File: src/rtl/flex_down_counter.sv
// Loadable down-counter/timer with IDLE/COUNT/DONE FSM, terminal-count level flag and pulse.
// Optional macro AUTO_RELOAD_EN: terminal count reloads the last loaded value instead of stopping.
module flex_down_counter #(
   parameter int NUM_CNT_BITS = 4
) (
   input  logic                    clk,
   input  logic                    n_rst,
   input  logic                    clear,
   input  logic                    load,
   input  logic [NUM_CNT_BITS-1:0] load_val,
   input  logic                    count_enable,
   output logic [NUM_CNT_BITS-1:0] count_out,
   output logic                    zero_flag,
   output logic                    done_pulse,
   output logic                    busy
);

   typedef enum logic [1:0] {
      IDLE  = 2'd0,
      COUNT = 2'd1,
      DONE  = 2'd2
   } state_t;

   localparam logic [NUM_CNT_BITS-1:0] CNT_ZERO = '0;
   localparam logic [NUM_CNT_BITS-1:0] CNT_ONE  = {{(NUM_CNT_BITS-1){1'b0}}, 1'b1};

   state_t                    state, state_nxt;
   logic [NUM_CNT_BITS-1:0]   count_nxt;
   logic [NUM_CNT_BITS-1:0]   reload_reg, reload_nxt;
   logic                      pulse_nxt;

   // NOTE: every next-value signal gets a default before any branch, so no path
   // leaves it unassigned and no latch is inferred.
   always_comb begin
      state_nxt  = state;
      count_nxt  = count_out;
      reload_nxt = reload_reg;
      pulse_nxt  = 1'b0;

      if (clear) begin
         state_nxt  = IDLE;
         count_nxt  = CNT_ZERO;
         reload_nxt = CNT_ZERO;
      end else if (load) begin
         count_nxt  = load_val;
         reload_nxt = load_val;
         if (load_val != CNT_ZERO) begin
            state_nxt = COUNT;
         end else begin
            state_nxt = DONE;
            pulse_nxt = 1'b1;
         end
      end else begin
         unique case (state)
            COUNT: begin
               if (count_enable) begin
                  if (count_out > CNT_ONE) begin
                     count_nxt = count_out - CNT_ONE;
                  end else begin
                     // Terminal event; a count of 0 never survives in COUNT, so <=1 is safe.
                     pulse_nxt = 1'b1;
`ifdef AUTO_RELOAD_EN
                     count_nxt = reload_reg;
                     state_nxt = COUNT;
`else
                     count_nxt = CNT_ZERO;
                     state_nxt = DONE;
`endif
                  end
               end
            end
            DONE: begin
               count_nxt = CNT_ZERO;
            end
            default: begin
               // IDLE holds the count and ignores count_enable.
            end
         endcase
      end
   end

   // NOTE: sequential state uses non-blocking assignments only, so all registers
   // sample their next values from the same pre-edge snapshot.
   always_ff @(posedge clk or negedge n_rst) begin
      if (!n_rst) begin
         state      <= IDLE;
         count_out  <= CNT_ZERO;
         reload_reg <= CNT_ZERO;
         zero_flag  <= 1'b0;
         done_pulse <= 1'b0;
         busy       <= 1'b0;
      end else begin
         state      <= state_nxt;
         count_out  <= count_nxt;
         reload_reg <= reload_nxt;
         zero_flag  <= (state_nxt == DONE);
         done_pulse <= pulse_nxt;
         busy       <= (state_nxt == COUNT);
      end
   end

endmodule

File: config.mk
export PLATFORM = sky130hd
export DESIGN_NAME = flex_down_counter
export DESIGN_NICKNAME = d
export VERILOG_FILES = /design/src/rtl/flex_down_counter.sv
export SDC_FILE = /design/constraint.sdc
export NUM_CORES = 1
export LEC_CHECK = 0
export CORE_AREA = 3 3 40 42
export CTS_BUF_LIST = sky130_fd_sc_hd__clkbuf_16
export CTS_CLUSTER_SIZE = 25
export DETAILED_ROUTE_END_ITERATION = 6
export DIE_AREA = 0 0 43 45
export PLACE_DENSITY = 0.8
export REMOVE_ABC_BUFFERS = 1
export SYNTH_ARGS = -nofsm -noshare
export SYNTH_HDL_FRONTEND = slang
export SYNTH_SLANG_ARGS = --single-unit
export TNS_END_PERCENT = 100
File: constraint.sdc
create_clock -name clk -period 4.98 [get_ports clk]
set_input_delay 0.747 -clock clk [delete_from_list [all_inputs] [get_ports clk]]
set_output_delay 0.747 -clock clk [all_outputs]
set_load 0.02 [all_outputs]
* Word-level counts from Yosys, hierarchy flattened
Cells that the tools add are included.
** Storage, ports and cells
- Flip-flop bits (word level) :: 9
- Latch bits :: 0
- RAM bits :: 0
- Bits in read-only memories :: 0
- Logic and storage cells :: 32
- Memories :: 0
** Operators by class
- Add/subtract/negate cells :: 1
- $mul :: 0
- Divide/modulo/power cells :: 0
- $lt $le $gt $ge :: 1
- Equality and inequality tests :: 5
- Shifts and indexed selects :: 0
- Muxes and demuxes :: 17
- Bitwise operators :: 0
- Reduce and logical (&&, ||, !) cells :: 3
** Operator list (number)
- 2-to-1 mux 4 bit :: 4
- 2-to-1 mux 2 bit :: 6
- one-hot mux 4 bit (2 select lines) :: 1
- nonzero test 4 bit :: 2
- 2-to-1 mux 1 bit :: 6
- == test 2 x 1 -> 1 bit, second input constant :: 2
- == test 2 bit, second input constant :: 2
- > comparator 4 x 1 -> 1 bit, second input constant :: 1
- != test 4 bit, second input constant :: 1
- subtractor 4 x 1 -> 4 bit, second input constant :: 1
- AND reduction 2 bit :: 1

* Logic depth before layout (Yosys ltp)
Gate-level depths: netlist (run 1).
- Depth in word-level cells :: 7
- Gate-level depth with buffers :: 6

* Worst setup path after synthesis (run 1)
OpenSTA, ideal clock, no wires.
- Path kind :: register to register
- From :: register count_out[0]
- To :: register count_out[3]
- Data arrival time :: 1.687 ns
- Data required time :: 4.886 ns
- Setup slack :: 3.199 ns
- Cell stages (with the launch flop) :: 7
- Buffers on the path :: 0
- Clock period less this slack :: 1.781 ns
- Cells stage by stage :: dfrtp_1 -> inv_1 -> ha_1 -> nor2_1 -> nor3_1 -> or4_1 -> a221oi_2
** On the way
- Word-level cells in the longest chain between the ends :: 6
** RTL lines
- start, declared :: RTL line 12 : output logic [NUM_CNT_BITS-1:0] count_out,
- start signal, assigned :: RTL line 94 : count_out <= count_nxt;
- subtractor 4 x 1 -> 4 bit or > comparator 4 x 1 -> 1 bit (tied branches) :: RTL line 58, 57
- 2-to-1 mux 4 bit (*) :: RTL line 57 : if (count_out > CNT_ONE) begin
- 2-to-1 mux 4 bit (*) :: RTL line 56 : if (count_enable) begin
- one-hot mux 4 bit (2 select lines) (*) :: RTL line 54 : unique case (state)
- 2-to-1 mux 4 bit (*) :: RTL line 44 : end else if (load) begin
- 2-to-1 mux 4 bit (*) :: RTL line 40 : if (clear) begin
Mark *: on every way between the ends. The rest lies on a longest branch, timed or not. The select of a mux whose other input is x is not followed.
A chain may end at the register's enable or synchronous reset.

* Final worst setup path (run 1)
- From :: register count_out[2]
- To :: output port count_out[2]
No word-level cell between the ends.

==> results of run 1 <==
==> cells by family (layout without fill, tap and decap cells) <==
kind of cell,Yosys count,count (layout),share of synthesized area
AND/OR/NAND/NOR,17,17,0.198
AO/OA/AOI/OAI,15,15,0.203
flip-flops,9,9,0.430
buffers and inverters,8,26,0.0573
adder cells (fa/ha/maj),4,4,0.0955
XOR/XNOR,1,1,0.0167
==> final cells by class <==
class | instances | area, µm²
inverter | 7 | 26.3
tap | 15 | 18.8
fill | 110 | 517
clock inverter | 1 | 3.75
clock buffer | 3 | 75.1
multi-input combinational | 37 | 269
timing repair buffer | 15 | 150
sequential | 9 | 225
==> cells in the final DEF, fill, tap and decap left out, types with 2 or more instances in the layout <==
cell type and n:
a221oi_1 2, a21oi_1 6, or3_1 2, clkbuf_16 3
or4_1 2, ha_1 4, nand2b_1 2, nor2_1 2
inv_1 8, dfrtp_1 9, clkdlybuf4s50_1 15, o21ai_0 2
nand2_1 2
==> stage by stage <==
step	total power (W)	utilization	cell area, µm²	worst slack (ns)	hold WS (ns)
global placement	0.000144	0.537	689	2.76	0.496
detailed placement	0.000144	0.537	689	2.73	0.494
finish	0.000281	0.598	768	2.91	0.500
CTS	0.000285	0.598	768	2.91	0.500
floorplan	0.000118	-	520	3.20	0.451
global route	0.000297	0.598	768	2.88	0.532
==> report_power, final <==
group          internal (W)  switching [W]
Clock              0.000105      0.0000335
Combinational     0.0000280      0.0000295
Sequential        0.0000794     0.00000618
==> flip-flops by register name (all words and copies together) (netlist names) <==
signal / count
busy: 1
count_out: 4
done_pulse: 1
state: 2
zero_flag: 1
==> how the worst min path moves through the flow <==
stage,from,to,cells past startpoint
2_1_floorplan,n_rst,busy$_DFF_PN0_,0
3_3_place_gp,state[1]$_DFF_PN0_,busy$_DFF_PN0_,1
3_5_place_dp,state[1]$_DFF_PN0_,busy$_DFF_PN0_,1
4_1_cts,state[1]$_DFF_PN0_,busy$_DFF_PN0_,1
5_1_grt,state[1]$_DFF_PN0_,busy$_DFF_PN0_,1
6_report,state[1]$_DFF_PN0_,busy$_DFF_PN0_,1
==> routing by layer <==
| layer | global-route usage | vias up | wire length [µm] | share of wire |
|---|---|---|---|---|
| li1 | - | 235 | - | - |
| met1 | 0.153 | 225 | 500 | 0.44 |
| met2 | 0.186 | 14 | 540 | 0.48 |
| met3 | 0.0478 | 2 | 63 | 0.056 |
| met4 | 0.0904 | 0 | 30 | 0.026 |
| met5 | 0 | - | 0 | 0 |
==> summary.txt, run 1 <==
Status
  – Status: completed

Yosys
  – Cells after Synth: 54
  – Synth cell types: 25
  – Synth cell count leaders: 9 x dfrtp_1, 7 x inv_1, 6 x a21oi_1, 4 x ha_1
  – Asr flop ratio synth: 1.00
  – Yosys warns: 0
  – Mapped cell area: 524 µm²
  – Synth Flop Type: dfrtp_1
  – Seq/Total Area, Yosys: 0.430
  – Avg Cell Area, Syn: 9.71 µm²
  – Count leader, synth: dfrtp_1
  – Post-synth top area cell: dfrtp_1
  – #FFs+latches synth: 9
  – Largest cells by area after synthesis: dfrtp_1 43%, ha_1 9.5%, a21oi_1 5.7%
  – Post-synth EDFFs: 0
  – Synth top area share: 0.430

Detailed routing
  – Final WL: 1.13 mm
  – DRT iter0 DRCs: 11
  – WL/cell: 13.0 µm
  – DR vias: 476
  – Vias per cell: 5.47
  – First-pass iteration count of the detailed router: 4
  – DRC viols: 0
  – Final ANT Viol Nets: 0

Critical path
  – CP Buf/Inv Count: 1
  – Worst setup EP type: output pin
  – Crit-path max FO: 7
  – Critical-path cell list: clkdlybuf4s50_1
  – Crit. Startpoint: count_out[2]$_DFFE_PN0P_
  – R2R setup slack: 3.20 ns
  – Critical Path Start Type: flop
  – Top cell family by delay on the critical path: buffers and inverters
  – Max incr delay on CP: 0.64 ns
  – Worst reg2reg path depth: 6
  – Crit path to: count_out[2]
  – Worst path required time: 4.23 ns
  – Worst reg2reg endpoint: count_out[3]$_DFFE_PN0P_
  – RR Startpoint: count_out[0]$_DFFE_PN0P_
  – Critical path depth: 1
  – Slowest-stage cell, CP: clkdlybuf4s50_1
  – Critical path class: reg2out
  – CP Data Arrival Time: 1.32 ns

STA
  – Slew HR: 0.627
  – Final setup viols: 0
  – Period Utilization, post-route: 0.415
  – Measured slew at the worst slew-check pin: 0.553 ns
  – Unrepaired setup endpoints after global routing: no
  – FMAX: 484 MHz
  – Setup tns final: 0 ns
  – Clk_skew: 0.000671 ns
  – Max Slew Vio Count: 0
  – Hold Fails Final Rpt: 0
  – Period minus WS final: 2.07 ns

Layout
  – Share of cells above drive strength 1: 0.0694
  – Final net count: 86
  – Final Non-Filler Cells: 87
  – N_diodes: 0
  – Syn-to-layout area delta: 46.5%

Global routing
  – GRT Util Overall: 0.127
  – First-pass GRT wire length: 1.72 mm
  – GRT overflow: 0
  – Initial antenna violation count: 0
  – Vias in the first global route: 410
  – Pin count of the biggest net entering global routing: 12

Clocking
  – Clock root buffer: clkbuf_16
  – Clk_lat worst skew: 0.23 ns
  – Resized Gates After CTS: 0
  – Hold-fix buffers, CTS: 0
  – Htree depth: 1
  – Max Buffers Root-to-Sink: 2
  – Num Clock Sinks: 9
  – Clk pin slew, worst setup/hold paths: 0.04 ns
  – Cts bufs inserted: 3
  – Postcts setup bufs: 0
  – CTS tree: done

Floorplanning
  – Die height: 45 µm
  – Top Ports: 16
  – Core box area: 1280 µm²
  – Initial Util: 0.408
  – Die ar.: 1940 µm²
  – Die width: 43 µm
  – Num rows: 13

Power
  – Maximum vdd ir drop: 0.299 mV
  – P_leak: 0.324 nW
  – PD cells: 366 nW/µm²

Placement
  – RD Place Congestion: 0.813
  – Placed cells: 83
  – Final HPWL DP: 862 µm
  – Port Buffers: 15

Flow run
  – Maximum capacitance violations: 0

Worst hold path
  – Min-Delay Path Class: reg2reg
No activity file was read; power rests on OpenSTA's default activity.
==> run 2, diff against run 1 <==
==> constraint.sdc (replaced) <==
create_clock -name clk -period 1.93 [get_ports clk]
set_input_delay 0.2895 -clock clk [delete_from_list [all_inputs] [get_ports clk]]
set_output_delay 0.2895 -clock clk [all_outputs]
set_load 0.02 [all_outputs]
==> summary.txt, run 2 (synthesis gave the netlist of run 1 again) <==
Global routing
  – Initial antenna violation count: 0 (unchanged)
  – Pin count of the biggest net entering global routing: 12 (unchanged)
  – Vias in the first global route: 485 (+18%)
  – First-pass GRT wire length: 2.14 mm (+25%)
  – GRT Util Overall: 0.154 (+0.0267)
  – Met1 Use GR: 0.180 (+0.0270)
  – GRT overflow: 0 (unchanged)
  – GRT busiest layer: met2
  – GR Util met2: 0.243 (+0.0569)
  – GRT met3 Usage: 0.0558 (+0.00797)

STA
  – Unrepaired setup endpoints after global routing: no
  – Setup tns final: 0 ns (unchanged)
  – Measured slew at the worst slew-check pin: 0.515 ns (-0.0382 ns)
  – Period Utilization, post-route: 0.940
  – Max Slew Vio Count: 0 (unchanged)
  – Hold Fails Final Rpt: 0 (unchanged)
  – Clk_skew: 0.00307 ns (+0.00240 ns)
  – Slew HR: 0.657 (+0.0303)
  – Period minus WS final: 1.81 ns
  – Final setup viols: 0 (unchanged)
  – FMAX: 551 MHz

Layout
  – Most flops, register: count_out
  – N_diodes: 0 (unchanged)
  – Syn-to-layout area delta: 48.0%
  – Share of cells above drive strength 1: 0.0822 (+0.0127)
  – Final net count: 87 (+1.2%)
  – Largest regs: count_out (4), state (2)
  – Most common cell after layout, fill and taps aside: clkdlybuf4s50_1
  – Most frequent cells in the layout: 15 x clkdlybuf4s50_1, 9 x dfrtp_1, 8 x inv_1
  – Largest register FFs: 4 (unchanged)

Critical path
  – Worst path required time: 2.06 ns (-2.17 ns)
  – CP Data Arrival Time: 1.94 ns (+0.62 ns)
  – Worst setup EP type: flop
  – Crit-path max FO: 6 (-1)
  – Critical path class: reg2reg
  – Critical Path Start Type: flop

Power
  – Maximum vdd ir drop: 0.950 mV (+220%)
  – Net Sw Power: 0.000178 W (+160%)
  – Clock Power Share: 0.486 (-0.006)
  – Int Pwr: 0.000549 W (+160%)
  – Seq pwr share: 0.304 (about the same)
  – Switching portion of total power: 0.245 (-0.00121)
  – Power consumption: 0.000727 W (+160%)
  – PD cells: 937 nW/µm² (+160%)
  – Comb power frac: 0.210 (+0.006)
  – P_leak: 0.328 nW (+1.5%)

Detailed routing
  – First-pass iteration count of the detailed router: 4 (unchanged)
  – Final ANT Viol Nets: 0 (unchanged)
  – Final WL: 1.22 mm (+7.8%)
  – WL/cell: 13.9 µm (+6.6%)
  – DRT iter0 DRCs: 5 (-6)
  – DRC viols: 0 (unchanged)
  – Vias per cell: 5.51 (+0.73%)
  – DR vias: 485 (+1.9%)

Floorplanning
  – Core box area: 1280 µm² (unchanged)
  – Initial Util: 0.408 (unchanged)
  – Die width: 43 µm (unchanged)
  – Die ar.: 1940 µm² (unchanged)
  – Top Ports: 16 (unchanged)
  – Num rows: 13 (unchanged)
  – Die height: 45 µm (unchanged)

Placement
  – RD Place Congestion: 0.854 (+5.1%)
  – Port Buffers: 15 (unchanged)
  – Final HPWL DP: 930 µm (+7.9%)

Clocking
  – Hold-fix buffers, CTS: 0 (unchanged)
  – Max Buffers Root-to-Sink: 2 (unchanged)
  – Htree depth: 1 (unchanged)
  – Cts bufs inserted: 3 (unchanged)
  – Postcts setup bufs: 0 (unchanged)
  – Resized Gates After CTS: 0 (unchanged)
  – Clock root buffer: clkbuf_16
  – Clk pin slew, worst setup/hold paths: 0.04 ns (about the same)
  – Num Clock Sinks: 9 (unchanged)
  – CTS tree: done
  – Clk_lat worst skew: 0.23 ns (about the same)

Worst hold path
  – Min-Delay Path Class: in2async

Status
  – Status: completed

Flow run
  – Maximum capacitance violations: 0 (unchanged)
run 2: cell count changes in the layout (fill, tap and decap cells not counted), sizes merged:
| cell | before | now |
|---|---|---|
| buf | 0 | 1 |
run 2: final cells by class:
class	count	area (µm²)
clock buffers	3	75.1
clock inverters	1	3.75
fillers	109	509
inverters	7	26.3
multi-input cells	37	269
flip-flops and latches	9	225
well taps	15	18.8
repair buffers	16	158
run 2: final timing paths:
kind | from | end | slack [ns] | cells after the start
setup reg to reg | count_out[0]$_DFFE_PN0P_ | count_out[3]$_DFFE_PN0P_ | 0.12 | 6
hold reg to reg | state[1]$_DFF_PN0_ | busy$_DFF_PN0_ | 0.51 | 1
hold / removal | n_rst | done_pulse$_DFF_PN0_ | 0.36 | 1
max in group asynchronous | n_rst | count_out[1]$_DFFE_PN0P_ | 1.28 | 1
min in group clk | state[1]$_DFF_PN0_ | busy$_DFF_PN0_ | 0.51 | 1
setup / recovery | count_out[0]$_DFFE_PN0P_ | count_out[3]$_DFFE_PN0P_ | 0.12 | 6
run 2: power by group through the flow:
stage	clock [W]	sequential, W	combinational, W
final	0.000353	0.000221	0.000152
after global routing	0.000372	0.000223	0.000170
after CTS	0.000359	0.000221	0.000153
after detailed placement	0	0.000223	0.000152
after global placement	0	0.000223	0.000151
after floorplan	0	0.000237	0.0000683
run 2: metrics by stage:
stage / setup slack (ns) / cells / utilization / area, µm² / hold WS [ns]
2_1_floorplan: 0.149 / 53 / - / 520 / -0.00609
3_3_place_gp: 0.0689 / 84 / 0.542 / 697 / 0.495
3_5_place_dp: 0.0542 / 84 / 0.542 / 697 / 0.500
4_1_cts: 0.0946 / 88 / 0.604 / 776 / 0.392
5_1_grt: 0.00943 / 88 / 0.604 / 776 / 0.390
6_report: 0.116 / 88 / 0.604 / 776 / 0.360
run 2: critical path, cell delays in order (launching register included):
cell	delay (ns)
dfrtp_1	0.42
inv_1	0.07
ha_1	0.23
nor2_1	0.14
nor3_1	0.08
or4_1	0.50
a221oi_2	0.28
run 2: routing by layer:
layer | part of all wire | wire [µm]
met1 | 0.44 | 538
met2 | 0.46 | 567
met3 | 0.072 | 88
met4 | 0.024 | 29
met5 | 0 | 0
